==> config.mk <==
export PLATFORM = sky130hd
export DESIGN_NAME = pipe_stage_hs
export DESIGN_NICKNAME = d
export VERILOG_FILES = /design/src/rtl/pipe_stage_hs.sv
export SDC_FILE = /design/constraint.sdc
export NUM_CORES = 1
export LEC_CHECK = 0
export BUFFER_PORTS_ARGS = -buffer_cell sky130_fd_sc_hd__buf_2
export CAP_MARGIN = 30
export CELL_PAD_IN_SITES_DETAIL_PLACEMENT = 2
export CELL_PAD_IN_SITES_GLOBAL_PLACEMENT = 2
export CORE_MARGIN = 2
export CORE_UTILIZATION = 34
export CTS_CLUSTER_SIZE = 24
export DETAILED_ROUTE_END_ITERATION = 10
export GPL_TIMING_DRIVEN = 0
export PLACE_DENSITY_LB_ADDON = 0.1
export SYNTH_ARGS = -nofsm -noshare
export SYNTH_HDL_FRONTEND = slang
export SYNTH_SLANG_ARGS = --single-unit
==> constraint.sdc <==
create_clock -name clk -period 2 [get_ports clk]
set_input_delay 0.1 -clock clk [delete_from_list [all_inputs] [get_ports clk]]
set_output_delay 0.1 -clock clk [all_outputs]
set_load 0.005 [all_outputs]
==> src/rtl/pipe_stage_hs.sv <==
// Pipeline stage register with valid/ready handshake and a 2-entry skid buffer.
// Carries NCH payload channels of W bits; in_ready is registered and the skid
// entry absorbs the word that arrives in the cycle in_ready is still high.
module pipe_stage_hs #(
  parameter int unsigned W       = 32,
  parameter int unsigned NCH     = 5,
  parameter int unsigned PC_CH   = 1,
  parameter int unsigned KEEP_PC = 1
) (
  input  logic             clk,
  input  logic             reset,
  input  logic             in_valid,
  output logic             in_ready,
  input  logic [NCH*W-1:0] in_data,
  output logic             out_valid,
  input  logic             out_ready,
  output logic [NCH*W-1:0] out_data,
  input  logic             flush,
  input  logic [W-1:0]     flush_pc,
  output logic [1:0]       occupancy
);

  typedef enum logic [1:0] {
    S_EMPTY = 2'd0,
    S_ONE   = 2'd1,
    S_FULL  = 2'd2
  } state_t;

  state_t             state;
  state_t             state_n;
  logic [NCH*W-1:0]   skid_data;
  logic [NCH*W-1:0]   main_n;
  logic [NCH*W-1:0]   skid_n;
  logic [NCH*W-1:0]   flush_word;
  logic               skid_valid;
  logic               accept;
  logic               pop;

  // Occupancy, out_valid and skid_valid are all decodes of the state register.
  assign out_valid  = (state != S_EMPTY);
  assign skid_valid = (state == S_FULL);
  assign occupancy  = state;

  assign accept = in_valid & in_ready;
  assign pop    = out_valid & out_ready;

  // Bubble payload loaded on flush: all zero, optionally keeping the PC.
  always_comb begin
    flush_word = '0;
    if (KEEP_PC != 0) begin
      flush_word[PC_CH*W +: W] = flush_pc;
    end
  end

  // Next-state and next-payload selection; flush overrides accept and pop.
  always_comb begin
    state_n = state;
    main_n  = out_data;
    skid_n  = skid_data;
    unique case (state)
      S_EMPTY: begin
        if (accept) begin
          state_n = S_ONE;
          main_n  = in_data;
        end
      end
      S_ONE: begin
        if (accept && pop) begin
          main_n = in_data;
        end else if (accept) begin
          state_n = S_FULL;
          skid_n  = in_data;
        end else if (pop) begin
          state_n = S_EMPTY;
        end
      end
      S_FULL: begin
        if (pop) begin
          state_n = S_ONE;
          main_n  = skid_data;
        end
      end
      default: begin
        state_n = S_EMPTY;
      end
    endcase
    if (flush) begin
      state_n = S_EMPTY;
      main_n  = flush_word;
    end
  end

  // State and payload registers; in_ready is precomputed from the next state
  // so it is a flop output with no path from out_ready.
  always_ff @(posedge clk or negedge reset) begin
    if (!reset) begin
      state     <= S_EMPTY;
      in_ready  <= 1'b1;
      out_data  <= '0;
      skid_data <= '0;
    end else begin
      state     <= state_n;
      in_ready  <= (state_n != S_FULL);
      out_data  <= main_n;
      skid_data <= skid_n;
    end
  end

  // skid_valid is kept as a named decode for readability of waveforms.
  logic unused_skid_valid;
  assign unused_skid_valid = skid_valid;

endmodule

# --- Word-level counts from Yosys, hierarchy flattened ---
# Index checks and enable logic that the tools add are counted.
# Widths: inputs -> output; s select.
word_totals:
  reg_bits: 323
  input_bits: 197
  out_inout_bits: 164
  elab_cells: 31
classes:
  eq_ne: 6
  n_mux: 12
  n_bitwise: 3
  reduce_logical: 6
op_table:
  columns: ["cell", "count"]
  rows:
  - ["$mux 160", 4]
  - ["$pmux 160 s3", 1]
  - ["$mux 2", 6]
  - ["$ne 3x3->1 const B", 2]
  - ["$pmux 2 s3", 1]
  - ["$reduce_and 4->1", 1]
  - ["$reduce_bool 4->1", 1]
  - ["$ne 3x2->1 const B", 1]
  - ["$reduce_and 3->1", 1]
  - ["$and 1x1->1", 2]
  - ["$eq 2x1->1 const B", 1]
  - ["$eq 2x2->1 const B", 1]
  - ["$logic_not 2->1", 1]
  - ["$ne 2x2->1 const B", 1]
  - ["$reduce_bool 2->1", 1]
  - ["$logic_and 1x1->1", 1]
  - ["$not 1->1", 1]

# --- Longest topological paths before layout ---
depth:
  ltp_word: 8
  mapped_depth: 7

# --- Worst setup path after synthesis ---
# OpenSTA, ideal clock, no wires.
synth_path:
  path_type: "register to register"
  from: "register in_ready"
  to: "register skid_data[100]"
  setup_time_ns: 0.125
  arrival_time_ns: 1.589
  required_time_ns: 1.875
  path_slack_ns: 0.286
  path_stages_with_launch: 6
  path_buffers: 2
  path_cell_list: "dfstp_2 nand4_1 nor2_1 buf_2 buf_4 mux2_2"
synth_between:
  elab_chain_cells: 4
synth_rtl:
  columns: ["item", "line_no", "rtl"]
  rows:
  - ["start, declared", "13", "output logic in_ready,"]
  - ["start signal, assigned", "103", "in_ready <= (state_n != S_FULL);"]
  - ["$and 1x1->1 *", "44", "assign accept = in_valid & in_ready;"]
  - ["$logic_and 1x1->1", "68", "if (accept && pop) begin"]
  - ["$not 1->1 (no source line)", null, null]
  - ["$reduce_and 3->1 (no source line) *", null, null]
  - ["end signal, assigned", "105", "skid_data <= skid_n;"]
  - ["end, declared", "31", "logic [NCH*W-1:0] skid_data;"]
# Every way passes the cells marked *; elsewhere a longest branch is shown, timed or not.
# A chain may end at the register's enable or synchronous reset.

# --- Final worst setup path ---
layout_path:
  from: "register in_ready"
  to: "register out_data[14]"
layout_between:
  elab_chain_cells: 4
  elab_cells_between_ends: 5
  classes_between: "eq/ne: 2; bitwise: 1; reduce/logical: 2"
layout_rtl:
  columns: ["item", "line_no", "rtl"]
  rows:
  - ["$and 1x1->1 *", "44", null]
  - ["$logic_and 1x1->1", "68", null]
  - ["$ne 3x3->1 (no source line)", null, null]
  - ["$reduce_and 4->1 (no source line) *", null, null]
  - ["end signal, assigned", "104", "out_data <= main_n;"]
  - ["end, declared", "17", "output logic [NCH*W-1:0] out_data,"]
# Marks and branches as above.

==> metrics.yaml <==
routed_via_density: 5.084
postRouteWirelength_mm: 56.05
p_total_uw: 19310
fin_nets: 2114
grt_pass1_vias: 14760
endpoint_kind: "flip-flop"
ys_top_cells_by_area: "dfrtp_1 (55%), mux2_2 (12%), nand2_1 (9.1%)"
cp_slowest_stage_delay_ns: 0.55
die_y_um: 210.9
track_usage_pct: 25.38
finalInstanceArea_um2: 20680
critical_path.cell_chain: "nand2_1 > o32ai_4 > buf_4 > buf_8 > buf_4 > nor2_1 > a311oi_2"
setup_viol: 0
synthFlopType: "dfrtp_1"
ys_ff_latch: 323
relSlewSlack_pct: 44.61
port_buffers: 359
ys_async_sr_fraction_pct: 100.0
gp_congestion: 0.7537
clkTransAtPathRegs_ns: 0.06
synth_cell_types: 23
vias: 12663
syn_nets: 1509
final-max-slew-violation-count: 0
fin_crit_sh_pct: 99.48
rrSetupSlack_ns: 0.01
peakVddDrop_mv: 0.6414
cts_buffer_depth: 3
required_ns: 2.44
crit_type: "reg2reg"
maxCapViolations: 0
area_growth_pct: 42.13
clock-sinks: 323
synth_most_common_cell: "nand2_1"
dpl.hpwl_mm: 35.25
run_status: "finished, final reports clean"
cts_tree: "yes"
start_util_pct: 34.54
cts_max_level: 2
finClkSkew_ns: 0.009583
synth_cells: 1312
drt_iter0_drc: 478
crit_arrival_ns: 2.43
synth_top_area_share_pct: 55.37
cp_top_family: "compound AO/OA/AOI/OAI gates"
ys_seq_area_share_pct: 55.55
rsz0062_at_grt: "yes"
synth_common_cells: "nand2_1 (353), dfrtp_1 (322), nor2_1 (162)"
die_x_um: 210.9
die_area_um2: 44470
min_period_ns: 1.990
slowest_stage: "dfstp_2"
cts_buffers: 40
row_count: 75
grt.overflow.total: 0
crit_path_max_fanout: 10
hold_class: "in2async"
grt_max_degree: 95
timing_hold_violations_final: 0
route.detailed.drc: 0
grt_pass1_wl_mm: 87.24
clkLatencyLatePin_ns: 0.55
ios: 361
syn_area_per_cell_um2: 11.09
synth_edf_count: 0
layout-drive-gt1-share_pct: 39.36
ant_nets: 0
cts_root_buf: "clkbuf_16"
power_density_nw_per_um2: 933.6
yosys_warnings: 0
antenna_found_initial: 7
cp.buffers_inverters: 3
avgRoutedWirePerCell_um: 22.50
critical_path.startpoint_type: "flip-flop"
syn_area_um2: 14550
power.leakage_uw: 0.009726
core_um2: 42130
yosys.area.top_type: "dfrtp_1"
tightestPinTransition_ns: 0.8308
fmax_ghz: 0.5026
post_dp_cell_area_um2: 17140
firstDrtPassIters: 4
path_common_cell: "buf_4"
[layer usage]
metal / track usage, % / up-vias / wire (µm)
li1: - / 5756 / -
met1: 31.25 / 6490 / 23300
met2: 44.21 / 322 / 28100
met3: 5.724 / 91 / 3115
met4: 7.989 / 4 / 1504
met5: 0 / - / 30
[timing repair]
action | 4_1_cts | 5_1_grt
endpoints found under the hold margin | 389 | 0
pin swaps | 1 | 3
hold buffers | 195 | 0
cloned | 0 | 1
buffers inserted | 0 | 3
gates resized for setup | 36 | 79
endpoints found under the setup margin | 270 | 206
[logic make-up (layout without fill, tap and decap cells)]
group	Yosys count	count (layout)	synth area share (%)
flops	323	323	55.55
buf+inv	113	747	4.007
compound gates	163	163	13.10
simple gates	552	552	14.90
mux	160	160	12.38
other cells	0	6	0
xor+xnor	1	1	0.06020
[sequential cells by signal (all words and copies together), names as in the netlist]
signal     count
in_ready       1
occupancy      2
out_data     160
skid_data    160
[where the power goes]
part           internal [µW]  switching (µW)
Combinational           1960            1750
Clock                   4070            2910
Sequential              7880             740
[worst register-to-register path: cells and delay by family (launching register included)]
family | cells | cell delay (ns)
compound gates | 2 | 0.58
flops | 1 | 0.55
buf+inv | 3 | 0.55
simple gates | 2 | 0.21
[path summary, 6_finish.rpt]
kind | startpoint | end | cells past startpoint
worst min-delay path | reset | out_data[45]$_DFFE_PN0P_ | 2
worst max-delay path | in_ready$_DFF_PN1_ | out_data[14]$_DFFE_PN0P_ | 7
min in group clk | flush_pc[0] | out_data[32]$_DFFE_PN0P_ | 4
worst max register to register | in_ready$_DFF_PN1_ | out_data[14]$_DFFE_PN0P_ | 7
worst min register to register | skid_data[147]$_DFFE_PN0P_ | skid_data[147]$_DFFE_PN0P_ | 1
max in group asynchronous | reset | skid_data[77]$_DFFE_PN0P_ | 4
[final cells by class]
type                       count  area [µm²]
multi-input combinational    876        5956
tap                          539       674.4
clock buffer                  61        1182
inverter                       3       11.26
antenna                        6       15.01
buffer                       110       800.8
sequential                   323        8084
timing repair buffer         563        3897
clock inverter                10       61.31
fill                        4338       21450
[through the flow]
step	hold slack [ns]	setup slack, ns	std cells	util, %	TNS (ns)
global placement	0.3079	-6.072	2210	40.40	-2070.42
floorplan	-0.1956	0.2857	1312	-	0
detailed placement	0.09902	-0.3561	2215	40.68	-52.58
finish	0.1112	0.01035	2491	49.09	0
global route	0.1524	-0.05430	2490	49.08	-1.599
CTS	0.1047	0.005408	2481	48.47	0
[placed cells by master, fill, tap and decap left out, drive strengths merged]
master	instances
a22oi	1
o31ai	32
nand2	353
nor2	162
o32ai	1
xnor2	1
dfrtp	322
clkinv	10
nand2b	1
and3	32
a311oi	128
mux2	160
nor2b	1
clkbuf	122
dfstp	1
buf	417
nand4	1
or2	1
and2b	1
dlygate4sd3	195
inv	3
a211o	1
diode	6
Power figures use the tool's default switching activity.
